## src/rtl/fft_pkg.sv

```systemverilog
// fft_pkg -- shared constants and types for the FFT control path.
//   NUMSTAGES_DEF : default number of radix-2 stages (log2 of transform size)
//   BFLY_LAT_DEF  : default butterfly pipeline latency in cycles
//   STAGE0..4     : stage-number constants on the 3-bit stage bus
//   seq_state_t   : stage_sequencer state encoding
package fft_pkg;

  localparam int NUMSTAGES_DEF = 5;
  localparam int BFLY_LAT_DEF  = 2;

  localparam logic [2:0] STAGE0 = 3'b000;
  localparam logic [2:0] STAGE1 = 3'b001;
  localparam logic [2:0] STAGE2 = 3'b010;
  localparam logic [2:0] STAGE3 = 3'b011;
  localparam logic [2:0] STAGE4 = 3'b100;

  typedef enum logic [1:0] {
    SEQ_IDLE  = 2'b00,
    SEQ_READ  = 2'b01,
    SEQ_DRAIN = 2'b10,
    SEQ_DONE  = 2'b11
  } seq_state_t;

  // True when stage is the final stage of a numstages-stage transform.
  function automatic logic is_last_stage(input logic [2:0] stage, input int numstages);
    return (stage == 3'(numstages - 1));
  endfunction

endpackage

```

## src/rtl/ctrl_delay_line.sv

```systemverilog
// ctrl_delay_line -- fixed-depth shift register for control words.
//   clk  : clock
//   clr  : synchronous clear of every tap (takes priority over en)
//   en   : shift enable; when low all taps hold
//   din  : word entering the line
//   dout : word that entered DEPTH enabled cycles earlier
module ctrl_delay_line #(
  parameter int DEPTH = 2,
  parameter int WIDTH = 8
) (
  input  logic             clk,
  input  logic             clr,
  input  logic             en,
  input  logic [WIDTH-1:0] din,
  output logic [WIDTH-1:0] dout
);

  logic [WIDTH-1:0] taps [DEPTH];

  // Shift the taps, or wipe them all so nothing stale survives a clear.
  always_ff @(posedge clk) begin
    if (clr) begin
      for (int i = 0; i < DEPTH; i++) begin
        taps[i] <= {WIDTH{1'b0}};
      end
    end else if (en) begin
      taps[0] <= din;
      for (int i = 1; i < DEPTH; i++) begin
        taps[i] <= taps[i-1];
      end
    end
  end

  assign dout = taps[DEPTH-1];

endmodule

```

## src/rtl/stage_sequencer.sv

```systemverilog
// stage_sequencer -- drives the read and write sides of an in-place
// radix-2 FFT. Each stage reads 2^(NUMSTAGES-2) bank addresses, then
// drains for BFLY_LAT cycles so that every write of the stage lands
// before the next stage begins reading.
//   clk, rst          : clock, synchronous active-high reset
//   start             : run one transform (only honoured in IDLE)
//   stall             : freeze the whole sequencer (STAGE_SEQ_STALL_EN only)
//   ready / busy      : IDLE / not IDLE
//   done              : one-cycle pulse at completion
//   counter, stage_num, rd_en        : read-side control
//   wr_counter, wr_stage, wr_en      : read-side control delayed BFLY_LAT
// Optional feature macro: STAGE_SEQ_STALL_EN adds the stall input.
module stage_sequencer
  import fft_pkg::*;
#(
  parameter int NUMSTAGES = NUMSTAGES_DEF,
  parameter int BFLY_LAT  = BFLY_LAT_DEF
) (
  input  logic                 clk,
  input  logic                 rst,
  input  logic                 start,
`ifdef STAGE_SEQ_STALL_EN
  input  logic                 stall,
`endif
  output logic                 ready,
  output logic                 busy,
  output logic                 done,
  output logic [NUMSTAGES-3:0] counter,
  output logic [2:0]           stage_num,
  output logic                 rd_en,
  output logic [NUMSTAGES-3:0] wr_counter,
  output logic [2:0]           wr_stage,
  output logic                 wr_en
);

  localparam int              CW         = NUMSTAGES - 2;
  localparam int              DW         = 1 + CW + 3;
  localparam logic [CW-1:0]   CNT_MAX    = {CW{1'b1}};
  localparam logic [CW-1:0]   CNT_ONE    = CW'(1'b1);
  localparam logic [2:0]      DRAIN_LAST = 3'(BFLY_LAT - 1);

  seq_state_t      state;
  seq_state_t      next_state;
  logic [2:0]      drain_cnt;
  logic            advance;

  logic            rd_en_q;
  logic            done_q;
  logic            ready_q;
  logic            busy_q;
  logic            rd_en_nxt;
  logic            done_nxt;
  logic            ready_nxt;

  logic [DW-1:0]   dl_in;
  logic [DW-1:0]   dl_out;
  logic            wr_en_raw;

`ifdef STAGE_SEQ_STALL_EN
  assign advance = ~stall;
`else
  assign advance = 1'b1;
`endif

  // State register; a stall holds the current state.
  always_ff @(posedge clk) begin
    if (rst) begin
      state <= SEQ_IDLE;
    end else if (advance) begin
      state <= next_state;
    end
  end

  // Next-state decode.
  always_comb begin
    next_state = state;
    case (state)
      SEQ_IDLE: begin
        if (start) begin
          next_state = SEQ_READ;
        end else begin
          next_state = SEQ_IDLE;
        end
      end
      SEQ_READ: begin
        if (counter == CNT_MAX) begin
          next_state = SEQ_DRAIN;
        end else begin
          next_state = SEQ_READ;
        end
      end
      SEQ_DRAIN: begin
        if (drain_cnt != DRAIN_LAST) begin
          next_state = SEQ_DRAIN;
        end else if (is_last_stage(stage_num, NUMSTAGES)) begin
          next_state = SEQ_DONE;
        end else begin
          next_state = SEQ_READ;
        end
      end
      SEQ_DONE: begin
        next_state = SEQ_IDLE;
      end
      default: begin
        next_state = SEQ_IDLE;
      end
    endcase
  end

  // Address counter, stage number and drain counter.
  always_ff @(posedge clk) begin
    if (rst) begin
      counter   <= {CW{1'b0}};
      stage_num <= STAGE0;
      drain_cnt <= 3'd0;
    end else if (advance) begin
      case (state)
        SEQ_IDLE: begin
          counter   <= {CW{1'b0}};
          stage_num <= STAGE0;
          drain_cnt <= 3'd0;
        end
        SEQ_READ: begin
          // Wraps to zero on the last read, ready for the next stage.
          counter   <= counter + CNT_ONE;
          drain_cnt <= 3'd0;
        end
        SEQ_DRAIN: begin
          if (drain_cnt == DRAIN_LAST) begin
            drain_cnt <= 3'd0;
            // The last stage keeps its number through DONE.
            if (!is_last_stage(stage_num, NUMSTAGES)) begin
              stage_num <= stage_num + 3'd1;
            end
          end else begin
            drain_cnt <= drain_cnt + 3'd1;
          end
        end
        SEQ_DONE: begin
          counter   <= {CW{1'b0}};
          stage_num <= STAGE0;
          drain_cnt <= 3'd0;
        end
        default: begin
          counter   <= {CW{1'b0}};
          stage_num <= STAGE0;
          drain_cnt <= 3'd0;
        end
      endcase
    end
  end

  // Output decode from the upcoming state, so the flops below line up with state.
  always_comb begin
    rd_en_nxt = 1'b0;
    done_nxt  = 1'b0;
    ready_nxt = 1'b0;
    case (next_state)
      SEQ_IDLE:  ready_nxt = 1'b1;
      SEQ_READ:  rd_en_nxt = 1'b1;
      SEQ_DRAIN: rd_en_nxt = 1'b0;
      SEQ_DONE:  done_nxt  = 1'b1;
      default:   ready_nxt = 1'b1;
    endcase
  end

  // Output flops.
  always_ff @(posedge clk) begin
    if (rst) begin
      rd_en_q <= 1'b0;
      done_q  <= 1'b0;
      ready_q <= 1'b1;
      busy_q  <= 1'b0;
    end else if (advance) begin
      rd_en_q <= rd_en_nxt;
      done_q  <= done_nxt;
      ready_q <= ready_nxt;
      busy_q  <= ~ready_nxt;
    end
  end

  // Write side: the read-side control word, delayed by the butterfly latency.
  assign dl_in = {rd_en_q, counter, stage_num};

  ctrl_delay_line #(
    .DEPTH (BFLY_LAT),
    .WIDTH (DW)
  ) u_wr_delay (
    .clk  (clk),
    .clr  (rst),
    .en   (advance),
    .din  (dl_in),
    .dout (dl_out)
  );

  assign wr_en_raw  = dl_out[DW-1];
  assign wr_counter = dl_out[DW-2:3];
  assign wr_stage   = dl_out[2:0];

  assign ready = ready_q;
  assign busy  = busy_q;
  assign done  = done_q;

`ifdef STAGE_SEQ_STALL_EN
  // No bank access may happen while the pipeline is frozen.
  assign rd_en = rd_en_q & ~stall;
  assign wr_en = wr_en_raw & ~stall;
`else
  assign rd_en = rd_en_q;
  assign wr_en = wr_en_raw;
`endif

endmodule

```

## config.mk

```make
export PLATFORM = sky130hd
export DESIGN_NAME = stage_sequencer
export DESIGN_NICKNAME = d
export VERILOG_FILES = /design/src/rtl/fft_pkg.sv /design/src/rtl/ctrl_delay_line.sv /design/src/rtl/stage_sequencer.sv
export SDC_FILE = /design/constraint.sdc
export NUM_CORES = 1
export LEC_CHECK = 0
export ABC_AREA = 1
export BUFFER_PORTS_ARGS = -buffer_cell sky130_fd_sc_hd__clkbuf_2
export CORE_MARGIN = 5
export CORE_UTILIZATION = 48
export CTS_CLUSTER_DIAMETER = 100
export DETAILED_ROUTE_END_ITERATION = 10
export GPL_TIMING_DRIVEN = 0
export HOLD_SLACK_MARGIN = 0.05
export PLACE_DENSITY = 0.85
export SLEW_MARGIN = 10
export SYNTH_ARGS = -nofsm -noshare
export SYNTH_HDL_FRONTEND = slang
export SYNTH_SLANG_ARGS = --single-unit
export TNS_END_PERCENT = 50
```

## constraint.sdc

```tcl
create_clock -name clk -period 1.4 [get_ports clk]
set_clock_uncertainty 0.15 [all_clocks]
set_input_delay 0 -clock clk [delete_from_list [all_inputs] [get_ports clk]]
set_output_delay 0 -clock clk [all_outputs]
set_load 0.05 [all_outputs]
```

==> reports/metrics.cfg, run 1 <==
[placement]
dpl_cell_area_um2=1339
gp_congestion=0.7723
dp_hpwl_um=1523
placed_cells=186
place_ws_ns=-0.06536
port_buffers=19

[route]
vias=922
wirelength_um=2264
wl_per_cell_um=11.43
dr.pass1.iters=4
ant_nets=0
drt_iter0_markers=13
avgViaCountPerCell=4.657
drc=0

[worst_setup_path]
crit_family=flip-flops
crit_path_end_kind=flop
crit_path_max_fanout=4
cp.required_ns=1.47
crit_type=flop to flop
cp.arrival_ns=1.45
startpoint_type=flop
critPathMaxStageDelay_ns=0.34
cpMaxStageDelayCell=dfxtp_2
cpMostUsedCell=nand2_1
worstPathCellList=inv_2 -> ha_4 -> nand3_1 -> o211ai_4 -> nand2_1 -> nand2_1 -> nand2_1
worstPathBufferInverterCount=1

[sta]
hold_violations=0
worst_slew_pin_slew_ns=0.2817
finalMaxSlewViolations=0
setup_viol=0
fmax_ghz=0.7257
fin_crit_sh_pct=98.42
slew_headroom_pct=81.30
fin_crit_ns=1.378
fin_ws_ns=0.02209

[synth]
synthTopCellsByArea=dfxtp_1 49%, ha_1 11%, inv_1 7.6%
syn_nets=150
synth_top_area_share_pct=48.89
synth.distinct_cells=21
syn_area_per_cell_um2=8.667
synth_cells=137
ys_seq_elements=29
ys_seq_area_share_pct=48.89
synth.cell_area_um2=1187
yosysTopAreaCell=dfxtp_1
ys_warn_count=0

[floorplan]
fp-row-count=18
initial_core_util_pct=49.27
coreArea_um2=2410
die_h_um=59.74
io_pins=20
die_area_um2=3568
die_w_um=59.74

[final_layout]
postLayoutCellArea_um2=1559
drive_above_1_share_pct=41.67
final_cell_mix=22 x inv_1, 21 x nor2_1, 21 x dfxtp_1
nFillCells=181
fin_util_pct=64.69
n_antenna_cell=0
final_cells=198
layout_commonest_cell=inv_1
area_delta_synth_final_pct=31.30
fin_nets=181

[clock_tree]
cts-buffers-inserted=5
cts_sinks=29
ctsHtreeMaxLevel=2
cts.path.max_buffers=2
clk_latency_ns=0.33
cts_root_buffer=clkbuf_4
clk_pin_slew_ns=0.08
cts_tree=yes

[grt]
grt_pass1_wl_um=3401
antenna_found_initial=0
grt_overflow_total=0
grtUsageTotal_pct=13.18
grt_max_degree=11
grt_pass1_vias=828

[power_and_ir_drop]
peakVddDrop_mv=0.7630
p_per_area_nw_per_um2=1028
total_leakage_power_uw=0.0007331

[outcome]
status=completed

[worst_hold_path]
hp-class=flop to flop

[job]
maxCapViolCount=0

cells by family after synthesis:
family	share of synthesized area [%]
compound gates	5.057
fa+ha+maj	10.54
simple gates	20.97
flops	48.89
xor+xnor	0.7378
buf+inv	13.80
power by group:
group	total, uW	internal, uW	switching (uW)
combinational	237	80.3	157
sequential	864	849	14.5
clock	502	236	266
flip-flops by register name (all words and copies together) (netlist names), 2 cells and up:
name,cells
counter,3
u_wr_delay.taps,14
state,2
stage_num,3
drain_cnt,3
final timing paths:
kind	end	startpoint	slack, ns	cells past startpoint
setup / recovery	ready	state[0]	0.02	7
hold / removal	u_wr_delay.taps[0][13]	u_wr_delay.taps[0][6]	0.26	2
setup reg to reg	ready	state[0]	0.02	7
hold reg to reg	u_wr_delay.taps[0][13]	u_wr_delay.taps[0][6]	0.26	2
repair_timing:
item / 4_1_cts / 5_1_grt
setup endpoints to repair: 7 / 15
hold endpoints to repair: 19 / 0
hold buffers: 2 / 0
setup buffers: 1 / 3
gates cloned: 0 / 0
resized for setup: 3 / 27
pin swaps: 0 / 5
area by class of cell:
class	instances	area, um^2	area share [%]
multi-input combinational	73	568.0	36.44
clock buffer	7	55.05	3.531
timing repair buffer	25	145.1	9.310
buffer	8	55.05	3.531
sequential	29	600.6	38.52
inverter	26	97.59	6.260
tap	30	37.54	2.408
metal layers:
metal	track usage, %	share of wire, %
met2	22.69	53
met1	13.24	37
met5	0	0
met4	5.696	2.9
met3	6.695	8.0
worst register-to-register path, cell delays in order (launching register included):
cell,delay [ns]
dfxtp_2,0.34
inv_2,0.10
ha_4,0.21
nand3_1,0.16
o211ai_4,0.13
nand2_1,0.07
nand2_1,0.06
nand2_1,0.04
per-stage QoR:
| stage | total power [uW] | TNS [ns] | hold WS, ns |
|---|---|---|---|
| after floorplan | 1029 | -0.004980 | -0.01148 |
| after global placement | 1062 | -0.004551 | 0.1356 |
| after detailed placement | 1070 | -0.1862 | 0.1334 |
| after CTS | 1574 | -0.03134 | 0.2567 |
| after global routing | 1680 | -0.1114 | 0.2665 |
| final | 1603 | 0 | 0.2565 |
Yosys cell counts, drive strengths merged:
cell    instances
ha             10
a21oi           3
xnor2           1
dfxtp          29
nand4           2
buf             9
o211ai          1
or2             1
nor2           24
nand2          20
inv            26
a211oi          3
nand3           6
o21ai           2
Power figures use the tool's default switching activity.
==> inputs of run 2 (changes only) <==
- ABC_AREA: 1 -> unset
==> run 2 against run 1 <==
The run now ends with negative setup slack left. Combinational power up 5%. Core utilization up 7.6 points. Setup slack worse by 0.29 ns. Clock power down 4.4%. Sequential cell count unchanged. Routed wire length up 20%. Worst hold slack better by 0.033 ns. Final area up 4.6%. Die area down 2.8%. Register-to-register slack worse by 0.29 ns. Via count down 2.8%. Largest cell class is now multi-input combinational cells. Highest routed layer unchanged.
==> reports/metrics.cfg, run 2 <==
[synth]
synth_top_family_by_area=simple AND/OR/NAND/NOR gates
synth-xor-area-share_pct=0.7634
ys_seq_elements=29
synth.distinct_cells=23
ys_dominant_reg_cell=dfxtp_1
synthTopCellsByArea=dfxtp_1 51%, ha_1 11%, nor2b_1 7.6%
synth_cells=115
synth_fa_ha_area_share_pct=10.91
synth_most_common_cell=dfxtp_1
synth-compound-area-share_pct=9.924
ys_seq_area_share_pct=50.60
synthTopCellsByCount=29 x dfxtp_1, 14 x nor2b_1, 11 x nor2_1, 10 x ha_1, 9 x nand2_1
yosysTopAreaCell=dfxtp_1
syn_area_per_cell_um2=9.977
synth_edf_count=0
synth.cell_area_um2=1147
synth_top_area_share_pct=50.60
async_reset_ff_share_pct=0
synth.mux.area_fraction_pct=0
syn_nets=128
synthSimpleGateAreaFrac_pct=18.32
ys_warn_count=0

[clock_tree]
cts_sinks=29
cts.path.max_buffers=2
ctsHtreeMaxLevel=2
clk_pin_slew_ns=0.09
cts_root_buffer=clkbuf_4
cts_tree=yes
cts-buffers-inserted=5
clk_latency_ns=0.33

[sta]
rsz0062_at_grt=yes
slew_headroom_pct=73.72
fin_crit_ns=1.668
fin_crit_sh_pct=119.1
worst_slew_pin_slew_ns=0.3942
finalMaxSlewViolations=0
setup_viol=7
fin_ws_ns=-0.2677
fmax_ghz=0.5996
hold_violations=0

[worst_setup_path]
crit_path_max_fanout=4
worst_r2r_endpoint=stage_num[2]
startpoint_type=flop
cpMaxStageDelayCell=or4_4
cp.required_ns=1.52
r2r_slack_ns=-0.27
reg2reg_depth=7
critPathMaxStageDelay_ns=0.42
worstPathCellList=inv_2 -> ha_4 -> nor2b_4 -> a21boi_4 -> buf_6 -> or4_4 -> a21oi_2
timing.rr.start=drain_cnt[1]
cp.arrival_ns=1.78
crit_type=flop to flop
crit_path_end_kind=flop

[power_and_ir_drop]
total_leakage_power_uw=0.0006873
seqPwrFrac_pct=54.2
p_per_area_nw_per_um2=976.7
swShare_pct=28.76
internal_power_uw=1134
power_switching_uw=458.0
pwr-share-clk_pct=30.1
power_uw=1592
peakVddDrop_mv=0.6871
p_comb_share_pct=15.7

[final_layout]
nFillCells=149
area_delta_synth_final_pct=42.09
top_register=u_wr_delay.taps
fin_nets=162
final_cells=178
n_antenna_cell=0
seq_area_um2=608.1
largest_reg_flops=14
multi_input_area_um2=646.9
drive_above_1_share_pct=54.67
final_cell_mix=19 x dfxtp_1, 19 x clkbuf_2, 14 x nor2b_1

[floorplan]
coreArea_um2=2255
die_area_um2=3468
fp-row-count=17
io_pins=20
die_h_um=58.89
initial_core_util_pct=50.89
die_w_um=58.89

[placement]
dp_hpwl_um=1588
port_buffers=19
placed_cells=162
gp_congestion=0.7992

[worst_hold_path]
whs_path_depth=1
min_from=u_wr_delay.taps[0][0]
hp-class=flop to flop
hold_path_end=u_wr_delay.taps[0][7]

[grt]
grt_pass1_wl_um=4312
antenna_found_initial=0
grtUsageTotal_pct=17.45
grt_overflow_total=0
grt_pass1_vias=924
grt_max_degree=11

[outcome]
violations=negative setup slack
status=finished, violations left

[route]
vias=896
drt_iter0_markers=27
dr.pass1.iters=4
wirelength_um=2716
avgViaCountPerCell=5.034
drc=0
wl_per_cell_um=15.26
ant_nets=0

[job]
maxCapViolCount=0

run 2: changes by cell type in the layout (fill, tap and decap cells not counted), moves of 3 or more:
cell      delta
a211oi_1     -3
nand2_1      -6
nor2_1      -10
nor2b_1     +14
nand3_1      -3
inv_1       -20
buf_4        +3
run 2: repair_timing:
action,in CTS,in global routing
pin swaps,9,8
setup buffers,5,4
gates resized for setup,20,14
endpoints found under the hold margin,19,0
hold buffers,2,0
endpoints found under the setup margin,10,12
run 2: power groups by stage:
stage | Combinational [uW] | Clock, uW | Sequential (uW)
finish | 249 | 480 | 863
CTS | 213 | 490 | 861
global placement | 171 | 0 | 879
detailed placement | 177 | 0 | 881
global route | 266 | 536 | 867
floorplan | 88.0 | 0 | 927
run 2: through the flow:
step	utilization, %	instance area, um^2	hold slack [ns]	setup TNS (ns)	setup WS, ns
floorplan	-	1229	-0.07839	-0.4998	-0.1941
global placement	60.27	1359	0.1142	-0.6864	-0.2398
detailed placement	60.27	1359	0.1171	-1.074	-0.3339
CTS	68.42	1543	0.2934	-1.020	-0.2621
global route	72.31	1630	0.3082	-1.472	-0.2862
finish	72.31	1630	0.2897	-1.190	-0.2677
run 2: critical path: cells and delay by family (launching register included):
family                   cells  cell delay (ns)
AND/OR/NAND/NOR              2             0.59
flip-flops                   1             0.34
AO/OA/AOI/OAI                2             0.23
buffers and inverters        2             0.18
adder cells (fa/ha/maj)      1             0.12
run 2: per-layer routing:
metal / GRT usage (%) / vias up / wire [um]
met4: 13.59 / 0 / 92
met3: 6.579 / 14 / 156
met2: 28.23 / 29 / 1368
met5: 0 / - / 0
li1: - / 438 / -
met1: 18.01 / 415 / 1098
run 2: worst max-delay path by stage:
stage,from,to,slack (ns)
after floorplan,state[0],stage_num[0],-0.19
after global placement,state[0],stage_num[0],-0.24
after detailed placement,drain_cnt[0],stage_num[0],-0.33
after CTS,drain_cnt[1],stage_num[0],-0.26
after global routing,drain_cnt[1],stage_num[2],-0.29
final,drain_cnt[1],stage_num[2],-0.27
run 2: cells by family after synthesis:
kind of cell	count (synthesis)
simple gates	40
flops	29
buf+inv	19
compound gates	16
fa+ha+maj	10
xor+xnor	1
run 2: layout make-up:
cell class / count / share of cell area [%]
multi-input combinational: 67 / 39.68
sequential: 29 / 37.30
timing repair buffer: 29 / 11.20
buffer: 9 / 4.375
clock buffer: 6 / 2.533
inverter: 8 / 2.149
tap: 28 / 2.149
clock inverter: 2 / 0.6140
